File: src/rtl/spi_board_router_pkg.sv
// Shared types and sizing helpers for the SPI board router and its per-board slots.
`timescale 1ns/1ps
package spi_board_router_pkg;

    typedef enum logic [1:0] {
        ABSENT   = 2'd0,
        SETTLING = 2'd1,
        READY    = 2'd2,
        ACTIVE   = 2'd3
    } slot_state_t;

    // Bits needed to hold the values 0..count-1, never less than one bit.
    function automatic int width_for(input int count);
        return (count < 2) ? 1 : $clog2(count);
    endfunction

endpackage

File: src/rtl/spi_board_router_slot.sv
// One readout-board slot: live-pin synchroniser and debouncer, hot-plug FSM,
// registered pad enable and sticky fault flag.
`timescale 1ns/1ps
module spi_board_router_slot
    import spi_board_router_pkg::*;
#(
    parameter int DEB_CYCLES    = 1024,
    parameter int SETTLE_CYCLES = 256
) (
    input  logic clk,
    input  logic rst,
    input  logic live_raw,
    input  logic host_en,
    input  logic fault_clr,
    input  logic cs_idle,
    output logic active,
    output logic oe,
    output logic fault
);

    localparam int DW = width_for(DEB_CYCLES);
    localparam int SW = width_for(SETTLE_CYCLES);
    localparam logic [DW-1:0] DEB_LAST    = DW'(DEB_CYCLES - 1);
    localparam logic [SW-1:0] SETTLE_LAST = SW'(SETTLE_CYCLES - 1);

    logic          sync1;
    logic          sync2;
    logic          deb_live;
    logic [DW-1:0] deb_cnt;
    logic [SW-1:0] settle_cnt;
    slot_state_t   state;
    slot_state_t   next_state;
    logic          fault_set;

    // Any sample equal to the accepted level restarts the stability count.
    always_ff @(posedge clk) begin
        if (rst) begin
            sync1    <= 1'b0;
            sync2    <= 1'b0;
            deb_live <= 1'b0;
            deb_cnt  <= '0;
        end else begin
            sync1 <= live_raw;
            sync2 <= sync1;
            if (sync2 == deb_live) begin
                deb_cnt <= '0;
            end else if (deb_cnt == DEB_LAST) begin
                deb_live <= sync2;
                deb_cnt  <= '0;
            end else begin
                deb_cnt <= deb_cnt + 1'b1;
            end
        end
    end

    always_ff @(posedge clk) begin
        if (rst) begin
            state      <= ABSENT;
            settle_cnt <= '0;
            oe         <= 1'b0;
        end else begin
            state <= next_state;
            oe    <= (state == ACTIVE);
            if (state != SETTLING) begin
                settle_cnt <= '0;
            end else if (settle_cnt != SETTLE_LAST) begin
                settle_cnt <= settle_cnt + 1'b1;
            end
        end
    end

    // Enable changes only take effect between frames so a transfer is never cut.
    always_comb begin
        next_state = state;
        case (state)
            ABSENT:   if (deb_live) next_state = SETTLING;
            SETTLING: if (!deb_live) next_state = ABSENT;
                      else if (settle_cnt == SETTLE_LAST) next_state = READY;
            READY:    if (!deb_live) next_state = ABSENT;
                      else if (host_en && cs_idle) next_state = ACTIVE;
            ACTIVE:   if (!deb_live) next_state = ABSENT;
                      else if (!host_en && cs_idle) next_state = READY;
            default:  next_state = ABSENT;
        endcase
    end

    always_comb begin
        active    = (state == ACTIVE);
        fault_set = !cs_idle && ((state != ACTIVE) || !deb_live);
    end

    always_ff @(posedge clk) begin
        if (rst) begin
            fault <= 1'b0;
        end else if (fault_set) begin
            fault <= 1'b1;
        end else if (fault_clr) begin
            fault <= 1'b0;
        end
    end

endmodule

File: src/rtl/spi_board_router.sv
// Fans the single SPI master out to hot-pluggable readout boards, steering MISO back
// from the one selected board and flagging overlapping chip selects.
`timescale 1ns/1ps
module spi_board_router
    import spi_board_router_pkg::*;
#(
    parameter int N_BOARDS      = 4,
    parameter int CS_PER_BOARD  = 3,
    parameter int DEB_CYCLES    = 1024,
    parameter int SETTLE_CYCLES = 256
) (
    input  logic                             clk,
    input  logic                             rst,
    input  logic [N_BOARDS-1:0]              host_en,
    input  logic [N_BOARDS-1:0]              fault_clr,
    input  logic                             spi_mosi,
    input  logic                             spi_sclk,
    input  logic [N_BOARDS*CS_PER_BOARD-1:0] spi_csn,
    output logic                             spi_miso,
    input  logic [N_BOARDS-1:0]              live_in,
    input  logic [N_BOARDS-1:0]              brd_miso,
    output logic [N_BOARDS-1:0]              brd_mosi,
    output logic [N_BOARDS-1:0]              brd_sclk,
    output logic [N_BOARDS*CS_PER_BOARD-1:0] brd_csn,
    output logic [N_BOARDS-1:0]              brd_oe,
    output logic [N_BOARDS-1:0]              brd_active,
    output logic [N_BOARDS-1:0]              fault,
    output logic                             multi_sel_err
);

    localparam int NCS = N_BOARDS * CS_PER_BOARD;
    localparam int OW  = width_for(N_BOARDS);

    logic [N_BOARDS-1:0] cs_idle;
    logic                any_low;
    logic                multi_low;
    logic [OW-1:0]       owner;

    for (genvar b = 0; b < N_BOARDS; b++) begin : g_slot
        assign cs_idle[b] = &spi_csn[b*CS_PER_BOARD +: CS_PER_BOARD];

        spi_board_router_slot #(
            .DEB_CYCLES   (DEB_CYCLES),
            .SETTLE_CYCLES(SETTLE_CYCLES)
        ) u_slot (
            .clk      (clk),
            .rst      (rst),
            .live_raw (live_in[b]),
            .host_en  (host_en[b]),
            .fault_clr(fault_clr[b]),
            .cs_idle  (cs_idle[b]),
            .active   (brd_active[b]),
            .oe       (brd_oe[b]),
            .fault    (fault[b])
        );

        assign brd_csn[b*CS_PER_BOARD +: CS_PER_BOARD] =
            brd_oe[b] ? spi_csn[b*CS_PER_BOARD +: CS_PER_BOARD] : {CS_PER_BOARD{1'b1}};
        assign brd_mosi[b] = brd_oe[b] & spi_mosi;
        assign brd_sclk[b] = brd_oe[b] & spi_sclk;
    end

    // Scan all chip selects: note whether any, or more than one, is low and who owns it.
    always_comb begin
        any_low   = 1'b0;
        multi_low = 1'b0;
        owner     = '0;
        for (int i = 0; i < NCS; i++) begin
            if (!spi_csn[i]) begin
                multi_low = multi_low | any_low;
                any_low   = 1'b1;
                owner     = OW'(i / CS_PER_BOARD);
            end
        end
    end

    assign spi_miso = (any_low && !multi_low && brd_active[owner]) ? brd_miso[owner] : 1'b0;

    always_ff @(posedge clk) begin
        if (rst) begin
            multi_sel_err <= 1'b0;
        end else if (multi_low) begin
            multi_sel_err <= 1'b1;
        end else if (|fault_clr) begin
            multi_sel_err <= 1'b0;
        end
    end

endmodule

File: config.mk
export PLATFORM = sky130hd
export DESIGN_NAME = spi_board_router
export DESIGN_NICKNAME = d
export VERILOG_FILES = /design/src/rtl/spi_board_router_pkg.sv /design/src/rtl/spi_board_router_slot.sv /design/src/rtl/spi_board_router.sv
export SDC_FILE = /design/constraint.sdc
export NUM_CORES = 1
export LEC_CHECK = 0
export CORE_MARGIN = 5
export CORE_UTILIZATION = 49
export CTS_CLUSTER_DIAMETER = 200
export DETAILED_ROUTE_END_ITERATION = 10
export GPL_TIMING_DRIVEN = 0
export PLACE_DENSITY_LB_ADDON = 0.12
export SKIP_LAST_GASP = 1
export SYNTH_ARGS = -nofsm -noshare
export SYNTH_HDL_FRONTEND = slang
export SYNTH_SLANG_ARGS = --single-unit
File: constraint.sdc
create_clock -name clk -period 1.7 [get_ports clk]
set_clock_uncertainty 0.15 [all_clocks]
set_input_delay 0.34 -clock clk [delete_from_list [all_inputs] [get_ports clk]]
set_output_delay 0.34 -clock clk [all_outputs]
set_load 0.005 [all_outputs]
==> impl_metrics.env, run 1 <==
export IMPL_stdcell_count=715
export IMPL_cts_root_buf="clkbuf_8"
export IMPL_grt_pass1_wl_um=15800
export IMPL_cts_max_path_buffers=2
export IMPL_path_buf_inv=2
export IMPL_viasPerCell=5.17
export IMPL_cp_slowest_cell="maj3_2"
export IMPL_synth_edf_count=0
export IMPL_setup_viol=3
export IMPL_final_cell_mix="dfxtp_1, nor2_1, nand2_1"
export IMPL_final_core_util_pct=63.9
export IMPL_syn_inst=504
export IMPL_cts_tree="done"
export IMPL_power_frac_clock_pct=36.0
export IMPL_ys_seq_area_share_pct=45.3
export IMPL_drc=0
export IMPL_cts_sinks=101
export IMPL_leakagePower_nw=2.22
export IMPL_grt_pass1_vias=3580
export IMPL_power_total_mw=4.03
export IMPL_fill_cells=779
export IMPL_drt_wl_total_um=9490
export IMPL_finalInstanceArea_um2=5630
export IMPL_gr_total_overflow=0
export IMPL_cp_required_ps=1210
export IMPL_timing_setup_tns_ps=-309
export IMPL_cts_hold_buf=0
export IMPL_dpl_hpwl_um=6980
export IMPL_power_frac_comb_pct=4.7
export IMPL_critPathMaxStageDelay_ps=320
export IMPL_timing_final_crit_share_pct=118
export IMPL_nets=642
export IMPL_wl_met2_um=4640
export IMPL_place_port_buffers=65
export IMPL_violations="negative setup slack"
export IMPL_synthToLayoutAreaGrowth_pct=26.2
export IMPL_switching_share_pct=23.5
export IMPL_ant_nets=0
export IMPL_cp_end_kind="primary output"
export IMPL_synth_avg_cell_area_um2=8.85
export IMPL_gp_congestion=0.765
export IMPL_htreeDepth=3
export IMPL_die_y_um=105
export IMPL_p_seq_share_pct=59.3
export IMPL_slew_violations=0
export IMPL_synthDistinctLibCells=41
export IMPL_pin_count=66
export IMPL_path_cells="buf_2 > and3_4 > and4_1 > maj3_2 > nand2_1 > and4b_1 > buf_2"
export IMPL_hold_viol=0
export IMPL_dieArea_um2=11100
export IMPL_dpl_cell_count=677
export IMPL_critPathKind="in -> out"
export IMPL_drive_above_1_share_pct=21.9
export IMPL_grt_max_degree=19
export IMPL_max_freq_mhz=501
export IMPL_cp_data_arrival_time_ps=1510
export IMPL_maxUsedRoutingLayer="met4"
export IMPL_synthesis_area_um2=4460
export IMPL_ys_ff_latch=101
export IMPL_core_area_um2=8810
export IMPL_path_common_cell="buf_2"
export IMPL_placedInstanceArea_um2=5250
export IMPL_avgRoutedWirePerCell_um=13.3
export IMPL_slew_limit_headroom_pct=62.2
export IMPL_setup_slack_ps=-298
export IMPL_start_util_pct=50.6
export IMPL_cap_violations=0
export IMPL_fp_dieW_um=105
export IMPL_grt_usage_pct=17.1
export IMPL_crit_family="simple AND/OR/NAND/NOR gates"
export IMPL_n_antenna_cell=0
export IMPL_syn_num_nets=544
export IMPL_status="finished, violations left"
export IMPL_ir_worst_vdd_uv=354
export IMPL_synth_ff_type="dfxtp_1"
export IMPL_layout_commonest_cell="dfxtp_1"
export IMPL_drt_first_pass_iters=5
export IMPL_hp_class="in -> reg"
export IMPL_rsz0062_at_grt="true"
export IMPL_p_int_mw=3.08
export IMPL_p_switching_mw=0.947
export IMPL_crit_path_start_kind="input pin"
export IMPL_drtIter0Drc=101
export IMPL_power_density_nw_per_um2=716
export IMPL_yosysWarnings=0
export IMPL_synthArstFlopShare_pct=0
export IMPL_antenna_found_initial=0
export IMPL_cts_buffers=9
export IMPL_clock_latency_ps=360
export IMPL_tightest_slew_ps=567
export IMPL_clk_pin_slew_ps=100
export IMPL_min_period_ps=2000
export IMPL_dr_wl_met3_um=391
export IMPL_vias=3698
export IMPL_wl_met1_um=4350
export IMPL_row_count=34
export IMPL_cp_max_fo=5
==> metrics by stage <==
stage / hold slack, ps / setup WS (ps)
finish: 258 / -298
global route: 273 / -375
CTS: 284 / -292
detailed placement: 294 / -1100
global placement: 276 / -1090
floorplan: 264 / -12.3
==> area by class of cell <==
| type | instances | area [um2] | share of cell area, % |
|---|---|---|---|
| multi-input combinational | 372 | 2380 | 42.4 |
| clock buffer | 10 | 138 | 2.45 |
| sequential | 101 | 2060 | 36.6 |
| clock inverter | 6 | 53.8 | 0.956 |
| inverter | 8 | 30.0 | 0.534 |
| buffer | 19 | 123 | 2.18 |
| timing repair buffer | 91 | 706 | 12.5 |
| tap | 108 | 135 | 2.40 |
==> logic make-up (layout without fill, tap and decap cells) <==
family | count (synthesis) | count (layout) | share of synthesized area (%)
xor gates and xnor gates | 53 | 53 | 10.4
AOI/OAI and AO/OA | 38 | 38 | 5.33
DFF | 101 | 101 | 45.3
adders and majority gates | 9 | 9 | 2.50
and+or+nand+nor | 261 | 261 | 30.1
muxes | 11 | 11 | 2.50
buffers and inverters | 31 | 134 | 3.79
==> power by group through the flow <==
stage | registers (mW) | clock network, mW | logic, mW
5_1_grt | 2.39 | 1.61 | 0.208
2_1_floorplan | 2.45 | 0 | 0.0739
4_1_cts | 2.39 | 1.50 | 0.191
6_report | 2.39 | 1.45 | 0.190
3_5_place_dp | 2.45 | 0 | 0.200
3_3_place_gp | 2.45 | 0 | 0.197
==> registers in the layout (all words and copies together) (netlist names) <==
signal	flops
g_slot.u_slot.deb_cnt	40
g_slot.u_slot.state	8
g_slot.u_slot.sync1	4
g_slot.u_slot.deb_live	4
g_slot.u_slot.fault	4
g_slot.u_slot.settle_cnt	32
g_slot.u_slot.sync2	4
g_slot.u_slot.oe	4
multi_sel_err	1
==> cell usage after synthesis (2+ instances only) <==
| cell | number | area share [%] |
|---|---|---|
| nand2_1 | 38 | 3.2 |
| a21oi_1 | 16 | 1.8 |
| nand3_1 | 26 | 2.9 |
| inv_1 | 8 | 0.67 |
| ha_1 | 8 | 2.2 |
| or3b_2 | 3 | 0.59 |
| dfxtp_1 | 101 | 45 |
| and4b_1 | 3 | 0.67 |
| nand4_1 | 10 | 1.4 |
| xor2_1 | 34 | 6.7 |
| nor2_1 | 82 | 6.9 |
| or2_2 | 2 | 0.28 |
| and2_1 | 18 | 2.5 |
| and3_1 | 21 | 2.9 |
| nand3b_1 | 2 | 0.34 |
| and4_1 | 5 | 0.98 |
| nand2b_1 | 20 | 2.8 |
| a41oi_1 | 3 | 0.59 |
| o21ai_0 | 3 | 0.34 |
| buf_4 | 13 | 2.2 |
| nor3b_1 | 4 | 0.67 |
| xnor2_1 | 19 | 3.7 |
| nor3_1 | 5 | 0.56 |
| nor2b_1 | 17 | 2.4 |
| a211oi_1 | 4 | 0.67 |
| buf_2 | 3 | 0.34 |
| clkbuf_1 | 7 | 0.59 |
| mux2i_1 | 10 | 2.2 |
| a31oi_1 | 6 | 0.84 |
| o211ai_1 | 2 | 0.34 |
==> worst paths after layout <==
path / from / cells after the start / endpoint / slack, ps
worst min-delay path: spi_csn[9] / 4 / g_slot[3].u_slot.fault / 260
worst min register to register: g_slot[3].u_slot.deb_cnt[0] / 1 / g_slot[3].u_slot.deb_cnt[0] / 290
worst max-delay path: spi_csn[6] / 7 / spi_miso / -300
worst max register to register: g_slot[1].u_slot.deb_cnt[0] / 6 / g_slot[1].u_slot.deb_cnt[7] / 80
==> metal layers <==
metal,global-route usage (%),vias to the layer above
li1,-,1882
met1,21.4,1736
met2,29.4,73
met3,3.48,7
met4,5.25,0
met5,0,-
==> repair_timing <==
action | in CTS | in global routing
buffers inserted | 21 | 7
pin swaps | 11 | 7
resized for setup | 134 | 32
gates cloned | 0 | 0
setup endpoints to repair | 80 | 56
==> worst register-to-register path: stages, from the launching register on <==
cell	delay, ps
dfxtp_2	330
ha_2	210
nand3_4	110
nor3_2	50
and3_1	190
or2_2	380
nor2_1	130
(Power assumes the default switching activity.)
==> run 2: changes to the inputs <==
--- a/config.mk
+++ b/config.mk
@@ -5,8 +5,11 @@
 export SDC_FILE = /design/constraint.sdc
 export NUM_CORES = 1
 export LEC_CHECK = 0
+export ABC_AREA = 1
+export CAP_MARGIN = 20
 export CORE_MARGIN = 5
-export CORE_UTILIZATION = 49
+export CORE_UTILIZATION = 52
+export CTS_BUF_LIST = sky130_fd_sc_hd__clkbuf_4
 export CTS_CLUSTER_DIAMETER = 200
 export DETAILED_ROUTE_END_ITERATION = 10
 export GPL_TIMING_DRIVEN = 0
==> run 2 against run 1 <==
Net effect: the run still ends with negative setup slack left; via count increased by 27%; non-clock buffer count up 19; final area increased by 16%; sequential share of layout area fell by 4.8 points; area after synthesis grew 11%; critical path depth increased by 2; final cell count increased by 31%; synthesized cell count increased by 35%; register-to-register slack worse by 300 ps; critical endpoint unchanged; largest cell class unchanged; maximum frequency down 0.53%; sequential power hardly changed; combinational power is 25% higher.
==> impl_metrics.env, run 2 <==
export IMPL_place_ws_ps=-1190
export IMPL_htreeDepth=3
export IMPL_avgRoutedWirePerCell_um=12.9
export IMPL_synthToLayoutAreaGrowth_pct=31.5
export IMPL_syn_inst=680
export IMPL_nets=844
export IMPL_synthArstFlopShare_pct=0
export IMPL_final_cell_mix="nand2_1, inv_1, nor2_1"
export IMPL_syn_num_nets=720
export IMPL_synth_common_cells="nand2_1, inv_1, dfxtp_1"
export IMPL_synthesis_area_um2=4960
export IMPL_crit_family="buffers and inverters"
export IMPL_synthSimpleGateAreaFrac_pct=31.8
export IMPL_n_antenna_cell=0
export IMPL_reg2reg_slack_ps=-220
export IMPL_violations="negative setup slack"
export IMPL_hold_viol=0
export IMPL_leakagePower_nw=2.81
export IMPL_dpl_hpwl_um=8240
export IMPL_setup_viol=8
export IMPL_synth_adder_area_share_pct=2.02
export IMPL_slew_limit_headroom_pct=61.7
export IMPL_regMostFlops="g_slot.u_slot.deb_cnt"
export IMPL_setup_slack_ps=-308
export IMPL_viasPerCell=4.99
export IMPL_cts_buffers=9
export IMPL_synth_ff_type="dfxtp_1"
export IMPL_max_freq_mhz=498
export IMPL_cts_root_buf="clkbuf_4"
export IMPL_die_y_um=108
export IMPL_cp_slowest_cell="dlygate4sd2_1"
export IMPL_drc=0
export IMPL_slew_violations=0
export IMPL_vias=4678
export IMPL_clk_pin_slew_ps=140
export IMPL_path_cells="dlygate4sd2_1 > nand3_4 > o21bai_1 > inv_1 > nand2_1 > a21oi_1 > nand2_1 > nor2_2 > buf_2"
export IMPL_synth_compound_area_share_pct=10.5
export IMPL_cap_violations=0
export IMPL_seq_area_um2=2070
export IMPL_row_count=35
export IMPL_muxShareOfSynthArea_pct=0
export IMPL_cts_tree="done"
export IMPL_status="finished, violations left"
export IMPL_timing_final_crit_share_pct=118
export IMPL_hp_class="in -> reg"
export IMPL_ys_ff_latch=101
export IMPL_min_period_ps=2010
export IMPL_cp_required_ps=1210
export IMPL_layout_commonest_cell="nand2_1"
export IMPL_fp_dieW_um=108
export IMPL_dieArea_um2=11600
export IMPL_grt_max_degree=19
export IMPL_largest_register_ff_count=40
export IMPL_ant_nets=0
export IMPL_drive_above_1_share_pct=27.6
export IMPL_critPathMaxStageDelay_ps=290
export IMPL_tightest_slew_ps=572
export IMPL_cts_max_path_buffers=2
export IMPL_grt_pass1_wl_um=19400
export IMPL_cts_hold_buf=0
export IMPL_drt_wl_total_um=12100
export IMPL_gr_total_overflow=0
export IMPL_rsz0062_at_grt="true"
export IMPL_core_area_um2=9280
export IMPL_path_common_cell="nand2_1"
export IMPL_synth_avg_cell_area_um2=7.29
export IMPL_clock_latency_ps=470
export IMPL_drt_first_pass_iters=4
export IMPL_startpoint="spi_csn[9]"
export IMPL_yosys_top_cells_area="dfxtp_1, nand2_1, inv_1"
export IMPL_synth_top_family_by_area="simple AND/OR/NAND/NOR gates"
export IMPL_synthDistinctLibCells=43
export IMPL_r2r_start="g_slot[3].u_slot.state[1]"
export IMPL_synth_edf_count=0
export IMPL_power_total_mw=3.93
export IMPL_cp_max_fo=7
export IMPL_path_buf_inv=3
export IMPL_cp_end_kind="primary output"
export IMPL_synth_xor_area_share_pct=4.42
export IMPL_place_port_buffers=65
export IMPL_r2r_cells=11
export IMPL_worst_hold_path_num_cells=4
export IMPL_critPathKind="in -> out"
export IMPL_start_util_pct=53.4
export IMPL_largestRegisters="g_slot.u_slot.deb_cnt (40), g_slot.u_slot.settle_cnt (32), g_slot.u_slot.state (8)"
export IMPL_crit_path_start_kind="input pin"
export IMPL_cp_data_arrival_time_ps=1520
export IMPL_grt_pass1_vias=4503
export IMPL_ir_worst_vdd_uv=444
export IMPL_synth_top_area_cell="dfxtp_1"
export IMPL_drtIter0Drc=221
export IMPL_min_to="g_slot[1].u_slot.fault"
export IMPL_reg2reg_to="g_slot[3].u_slot.fault"
export IMPL_yosysMostFrequentCell="nand2_1"
export IMPL_synth_top_cell_area_share_pct=40.8
export IMPL_multiInputGateArea_um2=2650
export IMPL_pin_count=66
export IMPL_grt_usage_pct=20.5
export IMPL_yosysWarnings=0
export IMPL_fill_cells=771
export IMPL_timing_setup_tns_ps=-769
export IMPL_power_density_nw_per_um2=604
export IMPL_antenna_found_initial=0
export IMPL_cts_sinks=101
export IMPL_ys_seq_area_share_pct=40.8
export IMPL_hold_start="spi_csn[5]"
export IMPL_gp_congestion=0.894
run 2: cell count changes after synthesis, sizes merged, moves of 13 or more:
cell	change
nor3	+18
xor2	-15
nand3	+20
nor2b	-17
nor2	+23
nand2	+98
and3	-19
inv	+98
xnor2	-13
a21oi	+20
nand2b	-20
and2	-18
o21ai	+15
run 2: stage by stage:
step / cells / hold slack (ps) / instance area, um2 / util (%)
final: 938 / 109 / 6520 / 70.2
after global routing: 938 / 116 / 6520 / 70.2
after CTS: 925 / 206 / 6230 / 67.1
after detailed placement: 874 / 244 / 5770 / 62.1
after global placement: 874 / 239 / 5770 / 62.1
after floorplan: 680 / 238 / 4960 / -
run 2: cells by family after synthesis:
family                     count (synthesis)
DFF                                      101
xor gates and xnor gates                  25
adders and majority gates                  8
buffers and inverters                    125
and+or+nand+nor                          337
AOI/OAI and AO/OA                         84
run 2: layer usage:
| layer | routed length, um | up-vias | track usage [%] |
|---|---|---|---|
| met4 | 301 | 0 | 5.59 |
| met2 | 6390 | 104 | 38.7 |
| met3 | 566 | 22 | 4.50 |
| met5 | 0 | - | 0 |
| met1 | 4840 | 2143 | 22.9 |
| li1 | - | 2409 | - |
run 2: where the power goes:
group / internal [mW] / switching [mW]
registers: 2.38 / 0.0103
logic: 0.111 / 0.126
clock network: 0.470 / 0.836
total: 2.96 / 0.972
run 2: tightest hold or removal path, delay by kind of cell:
kind / cells / cell delay [ps]
simple gates: 1 / 90
compound gates: 2 / 140
buf+inv: 1 / 100
run 2: layout make-up:
type / count / area share [%]
repair buffers: 115 / 15.2
plain buffers: 14 / 1.50
clock inverters: 7 / 1.21
well taps: 129 / 2.48
multi-input cells: 457 / 40.7
clock buffers: 9 / 1.04
flip-flops and latches: 101 / 31.8
inverters: 106 / 6.11
run 2: timing repair:
action                                  CTS  global route
gates cloned                              1             2
endpoints found under the setup margin   40            90
setup buffers                            35            16
pin swaps                                 9            14
resized for setup                       139           110
run 2: worst max path at each step:
stage | to | cells after the start
after CTS | spi_miso | 8
after global routing | spi_miso | 9
after global placement | spi_miso | 10
after detailed placement | spi_miso | 10
after floorplan | spi_miso | 6
final | spi_miso | 9
==> run 3: changes to the inputs <==
--- a/config.mk
+++ b/config.mk
@@ -14,6 +14,7 @@
 export DETAILED_ROUTE_END_ITERATION = 10
 export GPL_TIMING_DRIVEN = 0
 export PLACE_DENSITY_LB_ADDON = 0.12
+export REMOVE_ABC_BUFFERS = 1
 export SKIP_LAST_GASP = 1
 export SYNTH_ARGS = -nofsm -noshare
 export SYNTH_HDL_FRONTEND = slang
==> constraint.sdc (replaced) <==
create_clock -name clk -period 1.7 [get_ports clk]
set_clock_uncertainty 0.15 [all_clocks]
set_input_delay 0.51 -clock clk [delete_from_list [all_inputs] [get_ports clk]]
set_output_delay 0.51 -clock clk [all_outputs]
set_load 0.005 [all_outputs]
==> run 3 against run 2 <==
Net effect: the flow still finishes with violations (negative setup slack); die area unchanged; via count up 0.64%; sequential share of layout area rose by 0.32 points; wire length down 3.1%; critical path type unchanged; global-route usage shrank 0.96 points; critical endpoint unchanged; utilization down 0.86 points; register-to-register slack better by 280 ps; power down 2.9%.
==> impl_metrics.env, run 3 (synthesized netlist as in run 2, its figures left out) <==
export IMPL_status="finished, violations left"
export IMPL_violations="negative setup slack"
export IMPL_grt_pass1_vias=4386
export IMPL_vias=4708
export IMPL_antenna_found_initial=0
export IMPL_path_cells="buf_4 > nand2_4 > nor2_4 > nand3_2 > nand2_1 > nand2_1 > nor2_1 > nand3_1 > nor2_1 > buf_2"
export IMPL_placedInstanceArea_um2=5650
export IMPL_setup_slack_ps=-492
export IMPL_cts_max_path_buffers=2
export IMPL_gr_total_overflow=0
export IMPL_largestRegisters="g_slot.u_slot.deb_cnt (40), g_slot.u_slot.settle_cnt (32), g_slot.u_slot.state (8)"
export IMPL_n_antenna_cell=0
export IMPL_slew_violations=0
export IMPL_regMostFlops="g_slot.u_slot.deb_cnt"
export IMPL_nets=828
export IMPL_layout_commonest_cell="nand2_1"
export IMPL_power_density_nw_per_um2=593
export IMPL_cts_hold_buf=0
export IMPL_drive_above_1_share_pct=30.3
export IMPL_tightest_slew_ps=492
export IMPL_cts_sinks=101
export IMPL_rsz0062_at_grt="true"
export IMPL_finalInstanceArea_um2=6430
export IMPL_dieArea_um2=11600
export IMPL_ir_worst_vdd_uv=409
export IMPL_cp_required_ps=1040
export IMPL_hold_viol=0
export IMPL_cap_violations=0
export IMPL_leakagePower_nw=2.76
export IMPL_worst_hold_path_num_cells=4
export IMPL_viasPerCell=5.12
export IMPL_cp_end_kind="primary output"
export IMPL_r2r_start="g_slot[2].u_slot.settle_cnt[0]"
export IMPL_slew_limit_headroom_pct=67.1
export IMPL_cp_max_fo=4
export IMPL_grt_pass1_wl_um=18700
export IMPL_max_freq_mhz=456
export IMPL_largest_register_ff_count=40
export IMPL_die_y_um=108
export IMPL_cts_root_buf="clkbuf_4"
export IMPL_clock_latency_ps=440
export IMPL_ant_nets=0
export IMPL_reg2reg_to="g_slot[2].u_slot.state[0]"
export IMPL_fp_dieW_um=108
export IMPL_min_to="g_slot[1].u_slot.fault"
export IMPL_crit_family="simple AND/OR/NAND/NOR gates"
export IMPL_crit_path_start_kind="input pin"
export IMPL_start_util_pct=53.4
export IMPL_hold_start="spi_csn[5]"
export IMPL_setup_viol=24
export IMPL_min_period_ps=2190
export IMPL_critPathKind="in -> out"
export IMPL_cts_buffers=9
export IMPL_drtIter0Drc=144
export IMPL_avgRoutedWirePerCell_um=12.7
export IMPL_cp_slowest_cell="nor2_4"
export IMPL_power_total_mw=3.82
export IMPL_cp_data_arrival_time_ps=1530
export IMPL_drc=0
export IMPL_drt_first_pass_iters=4
export IMPL_core_area_um2=9280
export IMPL_grt_max_degree=30
export IMPL_grt_usage_pct=19.6
export IMPL_hp_class="in -> reg"
export IMPL_stdcell_count=920
export IMPL_critPathMaxStageDelay_ps=170
export IMPL_synthToLayoutAreaGrowth_pct=29.8
export IMPL_reg2reg_slack_ps=60
export IMPL_gp_congestion=0.867
export IMPL_r2r_cells=7
export IMPL_drt_wl_total_um=11700
export IMPL_pin_count=66
export IMPL_final_core_util_pct=69.3
export IMPL_timing_final_crit_share_pct=129
export IMPL_place_port_buffers=65
export IMPL_dpl_cell_count=855
export IMPL_dpl_hpwl_um=7650
export IMPL_path_buf_inv=2
export IMPL_final_cell_mix="nand2_1, inv_1, nor2_1"
export IMPL_row_count=35
export IMPL_cts_tree="done"
export IMPL_htreeDepth=3
export IMPL_clk_pin_slew_ps=150
run 3: cell types whose count changed in the layout (fill, tap and decap cells not counted), sizes merged:
cell | before | now
dlygate4sd2 | 10 | 4
clkbuf | 29 | 15
clkinv | 1 | 3
nand2 | 137 | 136
clkdlybuf4s15 | 9 | 1
clkinvlp | 1 | 0
buf | 73 | 88
o211ai | 7 | 8
clkdlybuf4s50 | 17 | 14
inv | 110 | 107
run 3: worst min-delay path, cell delays in order:
cell	delay, ps
buf_6	70
nand2_1	90
o21ai_0	100
a21oi_1	60
run 3: worst max path at each step:
| stage | start | end | slack (ps) | depth (start not counted) |
|---|---|---|---|---|
| 3_3_place_gp | spi_csn[0] | spi_miso | -1480 | 8 |
| 6_report | spi_csn[0] | spi_miso | -490 | 10 |
| 2_1_floorplan | spi_csn[3] | spi_miso | -180 | 6 |
| 5_1_grt | spi_csn[0] | spi_miso | -610 | 10 |
| 4_1_cts | g_slot[0].u_slot.state[1] | spi_miso | -450 | 9 |
| 3_5_place_dp | spi_csn[0] | spi_miso | -1480 | 8 |
run 3: per-layer routing:
layer  up-vias  wire length [um]  GRT usage (%)
li1       2395                 -              -
met1      2178              5060           22.6
met2       116              5790           34.6
met3        19               688           5.52
met4         0               197           6.49
met5         -                 0              0
run 3: area by class of cell:
| cell class | count | area [um2] |
|---|---|---|
| fill | 784 | 2850 |
| multi-input combinational | 457 | 2710 |
| sequential | 101 | 2070 |
| timing repair buffer | 113 | 980 |
| inverter | 106 | 400 |
| tap | 129 | 161 |
| clock buffer | 9 | 67.6 |
| clock inverter | 5 | 52.6 |
run 3: where the power goes:
part	leakage [nW]	total, mW	switching (mW)	internal [mW]
combinational	1.86	0.241	0.136	0.106
sequential	0.830	2.39	0.0104	2.38
clock	0.0695	1.18	0.754	0.430
total	2.76	3.82	0.900	2.92
run 3: what timing repair did:
item,in CTS,in global routing
resized for setup,258,83
pin swaps,25,31
setup endpoints to repair,130,85
gates cloned,0,3
setup buffers,42,11
run 3: through the flow:
stage               hold WS [ps]  worst slack (ps)  setup TNS (ps)
floorplan                    238              -182            -182
global placement             239             -1480         -103910
detailed placement           250             -1480         -111350
CTS                          241              -453           -3110
global route                 262              -607           -4530
finish                       261              -492           -2940
